[config.mk]
export PLATFORM = sky130hd
export DESIGN_NAME = mlp_seq_engine
export DESIGN_NICKNAME = d
export VERILOG_FILES = /design/src/rtl/mlp_seq_engine.sv
export SDC_FILE = /design/constraint.sdc
export NUM_CORES = 1
export LEC_CHECK = 0
export BUFFER_PORTS_ARGS = -buffer_cell sky130_fd_sc_hd__buf_2
export CAP_MARGIN = 20
export CORE_UTILIZATION = 50
export CTS_CLUSTER_SIZE = 14
export DETAILED_ROUTE_END_ITERATION = 10
export PLACE_DENSITY = 0.8
export SYNTH_ARGS = -nofsm -noshare
export SYNTH_HDL_FRONTEND = slang
export SYNTH_SLANG_ARGS = --single-unit
[constraint.sdc]
create_clock -name clk -period 6.8 [get_ports clk]
set_input_delay 0.68 -clock clk [delete_from_list [all_inputs] [get_ports clk]]
set_output_delay 0.68 -clock clk [all_outputs]
set_load 0.02 [all_outputs]
[src/rtl/mlp_seq_engine.sv]
// Time-multiplexed two-layer perceptron y = W2 * ReLU(W1 * x) built around one shared signed MAC.
// Weights live in a runtime-writable register file that can only be updated while the engine is idle.
module mlp_seq_engine #(
  parameter int N_IN  = 4,
  parameter int N_HID = 4,
  parameter int N_OUT = 2,
  parameter int XW    = 7,
  parameter int WW    = 5,
  localparam int HW   = XW + WW + $clog2(N_IN),
  localparam int OW   = HW + WW + $clog2(N_HID),
  localparam int NW   = N_IN * N_HID + N_HID * N_OUT,
  localparam int AW   = $clog2(NW)
) (
  input  logic                  clk,
  input  logic                  rst_n,
  input  logic [N_IN*XW-1:0]    x_flat,
  input  logic                  in_valid,
  output logic                  in_ready,
  input  logic                  w_we,
  input  logic [AW-1:0]         w_addr,
  input  logic [WW-1:0]         w_data,
  output logic                  wr_drop,
  output logic [N_OUT*OW-1:0]   y_flat,
  output logic                  out_valid,
  input  logic                  out_ready
);

  localparam int IIW = (N_IN  > 1) ? $clog2(N_IN)  : 1;
  localparam int JIW = (N_HID > 1) ? $clog2(N_HID) : 1;
  localparam int OIW = (N_OUT > 1) ? $clog2(N_OUT) : 1;
  localparam logic [IIW-1:0] LAST_I = IIW'(N_IN - 1);
  localparam logic [JIW-1:0] LAST_J = JIW'(N_HID - 1);
  localparam logic [OIW-1:0] LAST_O = OIW'(N_OUT - 1);
  localparam logic [AW:0]    NW_C   = (AW + 1)'(NW);

  typedef enum logic [1:0] {S_IDLE, S_L1, S_L2, S_DONE} state_e;

  state_e                state_q, state_d;
  logic [IIW-1:0]        i_q, i_d;
  logic [JIW-1:0]        j_q, j_d;
  logic [OIW-1:0]        o_q, o_d;
  logic signed [OW-1:0]  acc_q, acc_d;
  logic                  in_ready_q, in_ready_d;
  logic                  out_valid_q, out_valid_d;
  logic                  wr_drop_q, wr_drop_d;

  logic signed [XW-1:0]  x_q [N_IN];
  logic signed [WW-1:0]  w_q [NW];
  logic signed [HW-1:0]  h_q [N_HID];
  logic signed [OW-1:0]  y_q [N_OUT];

  logic                  x_ld_s, h_we_s, y_we_s, w_commit_s;
  logic [AW-1:0]         raddr_s;
  logic signed [HW-1:0]  mul_a_s;
  logic signed [WW-1:0]  mul_b_s;
  logic signed [HW+WW-1:0] prod_s;
  logic signed [OW-1:0]  sum_s;
  logic signed [HW-1:0]  relu_s;

  // Shared MAC: operand selection depends on which layer is being evaluated.
  always_comb begin
    if (state_q == S_L2) begin
      raddr_s = AW'(N_IN * N_HID + int'(j_q) * N_OUT + int'(o_q));
      mul_a_s = h_q[j_q];
    end else begin
      raddr_s = AW'(int'(i_q) * N_HID + int'(j_q));
      mul_a_s = HW'(x_q[i_q]);
    end
    mul_b_s = w_q[raddr_s];
    prod_s  = mul_a_s * mul_b_s;
    sum_s   = acc_q + OW'(prod_s);
    relu_s  = sum_s[OW-1] ? '0 : sum_s[HW-1:0];
  end

  assign w_commit_s = w_we && (state_q == S_IDLE) && ({1'b0, w_addr} < NW_C);

  always_comb begin
    state_d     = state_q;
    i_d         = i_q;
    j_d         = j_q;
    o_d         = o_q;
    acc_d       = acc_q;
    in_ready_d  = 1'b0;
    out_valid_d = out_valid_q;
    wr_drop_d   = w_we && !w_commit_s;
    x_ld_s      = 1'b0;
    h_we_s      = 1'b0;
    y_we_s      = 1'b0;
    case (state_q)
      S_IDLE: begin
        if (in_valid && in_ready_q) begin
          x_ld_s     = 1'b1;
          acc_d      = '0;
          i_d        = '0;
          j_d        = '0;
          o_d        = '0;
          state_d    = S_L1;
        end else begin
          in_ready_d = 1'b1;
        end
      end
      S_L1: begin
        acc_d = sum_s;
        if (i_q == LAST_I) begin
          h_we_s = 1'b1;
          acc_d  = '0;
          i_d    = '0;
          if (j_q == LAST_J) begin
            j_d     = '0;
            state_d = S_L2;
          end else begin
            j_d = j_q + JIW'(1);
          end
        end else begin
          i_d = i_q + IIW'(1);
        end
      end
      S_L2: begin
        acc_d = sum_s;
        if (j_q == LAST_J) begin
          y_we_s = 1'b1;
          acc_d  = '0;
          j_d    = '0;
          if (o_q == LAST_O) begin
            o_d         = '0;
            state_d     = S_DONE;
            out_valid_d = 1'b1;
          end else begin
            o_d = o_q + OIW'(1);
          end
        end else begin
          j_d = j_q + JIW'(1);
        end
      end
      S_DONE: begin
        if (out_ready) begin
          state_d     = S_IDLE;
          out_valid_d = 1'b0;
          in_ready_d  = 1'b1;
        end else begin
          out_valid_d = 1'b1;
        end
      end
      default: begin
        state_d     = S_IDLE;
        out_valid_d = 1'b0;
      end
    endcase
  end

  always_ff @(posedge clk or negedge rst_n) begin
    if (!rst_n) begin
      state_q     <= S_IDLE;
      i_q         <= '0;
      j_q         <= '0;
      o_q         <= '0;
      acc_q       <= '0;
      in_ready_q  <= 1'b0;
      out_valid_q <= 1'b0;
      wr_drop_q   <= 1'b0;
    end else begin
      state_q     <= state_d;
      i_q         <= i_d;
      j_q         <= j_d;
      o_q         <= o_d;
      acc_q       <= acc_d;
      in_ready_q  <= in_ready_d;
      out_valid_q <= out_valid_d;
      wr_drop_q   <= wr_drop_d;
    end
  end

  // Storage arrays: weights, captured inputs, hidden activations and results.
  always_ff @(posedge clk or negedge rst_n) begin
    if (!rst_n) begin
      for (int n = 0; n < NW; n++)    w_q[n] <= '0;
      for (int n = 0; n < N_IN; n++)  x_q[n] <= '0;
      for (int n = 0; n < N_HID; n++) h_q[n] <= '0;
      for (int n = 0; n < N_OUT; n++) y_q[n] <= '0;
    end else begin
      if (w_commit_s) w_q[w_addr] <= w_data;
      if (x_ld_s) begin
        for (int n = 0; n < N_IN; n++) x_q[n] <= x_flat[n*XW +: XW];
      end
      if (h_we_s) h_q[j_q] <= relu_s;
      if (y_we_s) y_q[o_q] <= sum_s;
    end
  end

  always_comb begin
    y_flat = '0;
    for (int n = 0; n < N_OUT; n++) y_flat[n*OW +: OW] = y_q[n];
  end

  assign in_ready  = in_ready_q;
  assign out_valid = out_valid_q;
  assign wr_drop   = wr_drop_q;

endmodule
### Word level (Yosys, flattened, before mapping)

Cells that the tools add are included.

* bits in registers: 277
* word-level logic and storage cells: 149

* $add $sub $neg: 7
* multiply operators: 1
* order comparisons: 9
* equality and inequality tests: 11
* multiplexer cells: 55
* bitwise logic cells: 5
* reductions and logical operators: 19

Operators with widths (count)
* $bwmux 120: 1
* $mux 21: 4
* $mux 14: 5
* $pmux 21 s3: 1
* $bwmux 56: 1
* $bwmux 42: 1
* $bmux 14 s2: 1
* $demux 14 s2: 1
* $bmux 5 s5: 1
* $demux 5 s5: 1
* $add 21x19->21: 1
* $demux 21 s1: 1
* $mux 2: 10
* $mux 5: 4
* $mul 14x5->19: 1
* $bmux 7 s2: 1
* $mux 1: 14
* $mux 7: 2
* $ge 6x6->1 const B: 2
* $not 5->6: 2
* $reduce_and 3->1: 3
* $eq 2x2->1 const B: 4
* $ne 2x2->1 const B: 4
* $pmux 2 s4: 1
* other kinds (25): 40

### Logic depth before layout (Yosys ltp)

* depth in word-level cells: 11
* mapped depth: 30
* gate-level depth less buffers: 24

### Worst setup path after synthesis

No wires, ideal clock.

* path kind: register -> register
* start: register state_q[0]
* end: register h_q[0] in the netlist's numbering
* setup time: 0.128 ns
* data arrival time: 6.469 ns
* data required time: 6.672 ns
* setup slack: 0.203 ns
* stages on the path, launching flop included: 26
* buffers on the path: 4
* period minus slack after synthesis: 6.597 ns
* path through: dfrtp_1 > inv_1 > ha_1 > buf_6 > mux2i_4 > mux4_1 > or2_2 > a31o_2 > nor2_1 > buf_2 > a21oi_1 > fa_1 > fa_1 > inv_1 > fa_1 > inv_1 > ha_1 > ha_1 > and3_1 > a311oi_1 > o21ai_1 > a311oi_2 > xnor2_1 > buf_2 > buf_2 > o21ai_0

* longest elaborated chain between the ends: 10
* elaborated cells on any way between the ends: 13
* those cells by class: 1 x add/sub; 1 x mul; 2 x eq/ne; 8 x mux; 1 x bitwise

Ends and longest elaborated chain
* start, declared: RTL line 38 `state_e state_q, state_d;`
* start signal, assigned: RTL line 162 `state_q <= state_d;`
* $eq 2x2->1: RTL line 62 `if (state_q == S_L2) begin`
* $mux 5: RTL line 62
* $not 5->6 (not written as such): RTL line 69 `mul_b_s = w_q[raddr_s];`
* $bmux 5 s5: RTL line 69
* $mux 5 (not written as such) (2 in series): RTL line 69
* $mul 14x5->19: RTL line 70 `prod_s = mul_a_s * mul_b_s;`
* $add 21x19->21: RTL line 71 `sum_s = acc_q + OW'(prod_s);`
* $mux 14: RTL line 72 `relu_s = sum_s[OW-1] ? '0 : sum_s[HW-1:0];`
* $bwmux 56: RTL line 185 `if (h_we_s) h_q[j_q] <= relu_s;`
* end signal, assigned by index: RTL line 185
* end, declared: RTL line 49 `logic signed [HW-1:0] h_q [N_HID];`

Parallel ways exist; a longest one is shown, timed or not. The select of a mux whose other input is x is not followed.
A chain may end at the register's enable or synchronous reset.

### Worst setup path after layout

* start: register state_q[0]
* end: register h_q[48] in the netlist's numbering

Same word-level chain as after synthesis.

==> run metrics <==
status finished with violations; failing checks negative setup slack; Worst Setup Path Type register to register; Max Root-Sink Buffers 3; setup TNS -0.0715 ns; largest net degree at the start of global routing 179; synth warn 0; Port Buf Inserts 87; Die Area 0.0320 mm2; fin crit share 101%; Gate Count Post-Synth 1391; area delta synth->final 18.8%; critical path's slowest cell fa_2; max cap viols 0; CP peak stage delay 0.63 ns; Slew @ Worst Pin 1.25 ns; Root Buffer clkbuf_16; vias in the first global route 11600; Post-Syn Nets 1555; Yosys reg bits 277; max_slew headroom 16.7%; met2 usage 42.4%; minimum period implied by the final worst setup slack 6.84 ns; HPWL Detailed 27.1 mm; CTS tree done; first-pass GRT wire length 62.0 mm; most used flip-flop cell after synthesis dfrtp_1; Clock transition at path regs 0.06 ns; number of clock sinks 277; Avg Inst Size Synth 11.2 um2; Remaining Overflow, GRT 0; dpl ws -0.271 ns; DRT iter0 DRCs 1030; GR Layer Usage met3 3.54%; worst r2r dst h_q[48]; critical path capture point h_q[48]; Die H 179 um; DIE WIDTH 179 um; grt met1 use 32.0%; GRT Resource Usage Total 25.0%; # DRC 0; layout cells sized above 1 31.8%; row count 64; CTS Buf Count 30; Routed WL 40.7 mm; r2r worst-path depth 24; number of vias in the routed layout 11600; Post-DP Area 0.0167 mm2; worst-skew pair later-pin latency 0.57 ns; Hold Vio Cnt, Final 0; Final #Nets 1684; # IOs 88; number of library cell types mapped by synthesis 63; Fillers 2268; footprint of the multi-input gates 0.00853 mm2; CP Cell Sequence inv_2 -> ha_4 -> mux2i_4 -> buf_12 -> mux4_2 -> mux2_4 -> o21ai_4 -> o22ai_4 -> buf_12 -> nand2_2 -> fa_1 -> fa_1 -> inv_2 -> fa_1 -> fa_2 -> ha_4 -> a211oi_4 -> o21bai_1 -> a21oi_2 -> o21ai_2 -> a311oi_4 -> xnor2_4 -> buf_12 -> o31ai_1; RSZ-0062 raised after global routing true; H-tree Lvls 1; placer congestion estimate 0.928; Critical Path Fanout Max 25; Worst Setup SP state_q[0]; Initial Utilization 51.0%; GRT Max-Usage Layer met2; Via density 5.97; final worst slack -0.0369 ns; f_max 146 MHz; register area share after synthesis 44.3%; critical path required time 7.24 ns; r2r startpoint state_q[0]; Worst Setup Start Kind register; Pre-Repair DR Iteration Count 6; Mapped Area 0.0156 mm2; Critical Path Sink Type register; Post-DRT Antenna Nets 0; FFs w/ async S/R, synth 100%; ANT cells 0; Seq. cell area 0.00693 mm2; average wire per standard cell 21.0 um; hold-fix buffers at CTS 0; WP data arrival 7.28 ns; fin area 0.0186 mm2; Post-synth EDFFs 0; Core ar. 0.0307 mm2; clock skew 0.0312 ns; final slew viol count 0; initial antenna violation count 0; setup slack, reg-to-reg -0.04 ns; Min-Delay Path Class input port to async pin; endpoints failing setup 2
## kinds of logic after synthesis
group | count (synthesis) | share of synthesized area [%]
simple gates | 392 | 10.7
flops | 277 | 44.3
compound gates | 223 | 9.18
mux | 210 | 17.7
buf+inv | 147 | 4.02
fa+ha+maj | 121 | 12.9
xor+xnor | 21 | 1.18
## cells in the mapped netlist (27+ instances only)
cell type | n | share of area [%]
fa_1 | 68 | 8.7
clkbuf_1 | 48 | 1.2
o31ai_1 | 40 | 1.9
mux4_2 | 27 | 3.9
dfrtp_1 | 277 | 44
o21ai_0 | 88 | 2.8
inv_1 | 72 | 1.7
nor2_1 | 66 | 1.6
ha_1 | 53 | 4.2
a21oi_1 | 32 | 1.0
mux2_2 | 163 | 12
nand2_1 | 237 | 5.7
## sequential cells by signal, summed over array words and instances, names as in the netlist, 2 cells and up
signal and count:
w_q 120, h_q 56, y_flat 42, x_q 28, acc_q 21, i_q 2, j_q 2, state_q 2
## layout by cell type, fill, tap and decap left out, types with 6 or more instances in the layout
master and n:
fa_1 64, dfrtp_1 277, a21o_1 7, mux2i_1 11, clkbuf_8 10, o21ai_0 77
xor2_1 11, a21oi_2 6, buf_2 88, nor2_1 62, o21ai_1 11, nand3_1 25
inv_1 70, and3_1 9, clkbuf_16 33, mux2_2 161, and2_1 23, o31ai_1 26
nand2_1 235, o31ai_2 9, ha_1 47, xnor2_1 8, mux4_2 32, buf_4 64
a21oi_1 26, buf_12 9
## critical path, delay by kind of cell, from the launching register on
kind                     cells  cell delay (ns)
adder cells (fa/ha/maj)      6             2.48
AO/OA/AOI/OAI                8             1.67
multiplexers                 3             1.18
buffers and inverters        5             0.73
flip-flops                   1             0.40
XOR/XNOR                     1             0.21
AND/OR/NAND/NOR              1             0.05
## worst min path at each step
stage                     slack (ns)    endpoint  depth (start not counted)  startpoint
after floorplan                 0.38    acc_q[0]                          0       rst_n
after global placement          0.45     h_q[11]                          2     h_q[11]
after detailed placement        0.46      h_q[9]                          2      h_q[9]
after CTS                       0.17   acc_q[14]                          1       rst_n
after global routing            0.21  y_flat[31]                          1       rst_n
final                           0.14  y_flat[18]                          1       rst_n
## metal layers
layer / wire length [um] / up-vias
met5: 0 / -
met4: 1670 / 0
li1: - / 5085
met1: 15900 / 5858
met3: 2630 / 121
met2: 20500 / 523
## timing repair
action,in CTS,in global routing
gates resized for setup,17,86
buffers inserted,5,18
endpoints found under the setup margin,72,86
pin swaps,3,16
gates cloned,1,4
## area by class of cell
cell class / count / area share (%)
Sequential cell: 277 / 37.3
Tap cell: 396 / 2.67
Multi-Input combinational cell: 968 / 45.9
Clock buffer: 44 / 4.86
Clock inverter: 12 / 0.983
Inverter: 72 / 1.45
Timing Repair Buffer: 171 / 6.89
## metrics by stage
stage,util [%],instances,hold slack (ns)
CTS,58.6,1918,0.170
finish,60.6,1940,0.139
global placement,54.6,1856,0.454
global route,60.6,1940,0.213
detailed placement,54.6,1856,0.461
floorplan,-,1391,0.384
Power is left out: the tool's default activity adds up to more than one toggle a clock period on the data nets, which glitch-free logic cannot reach.
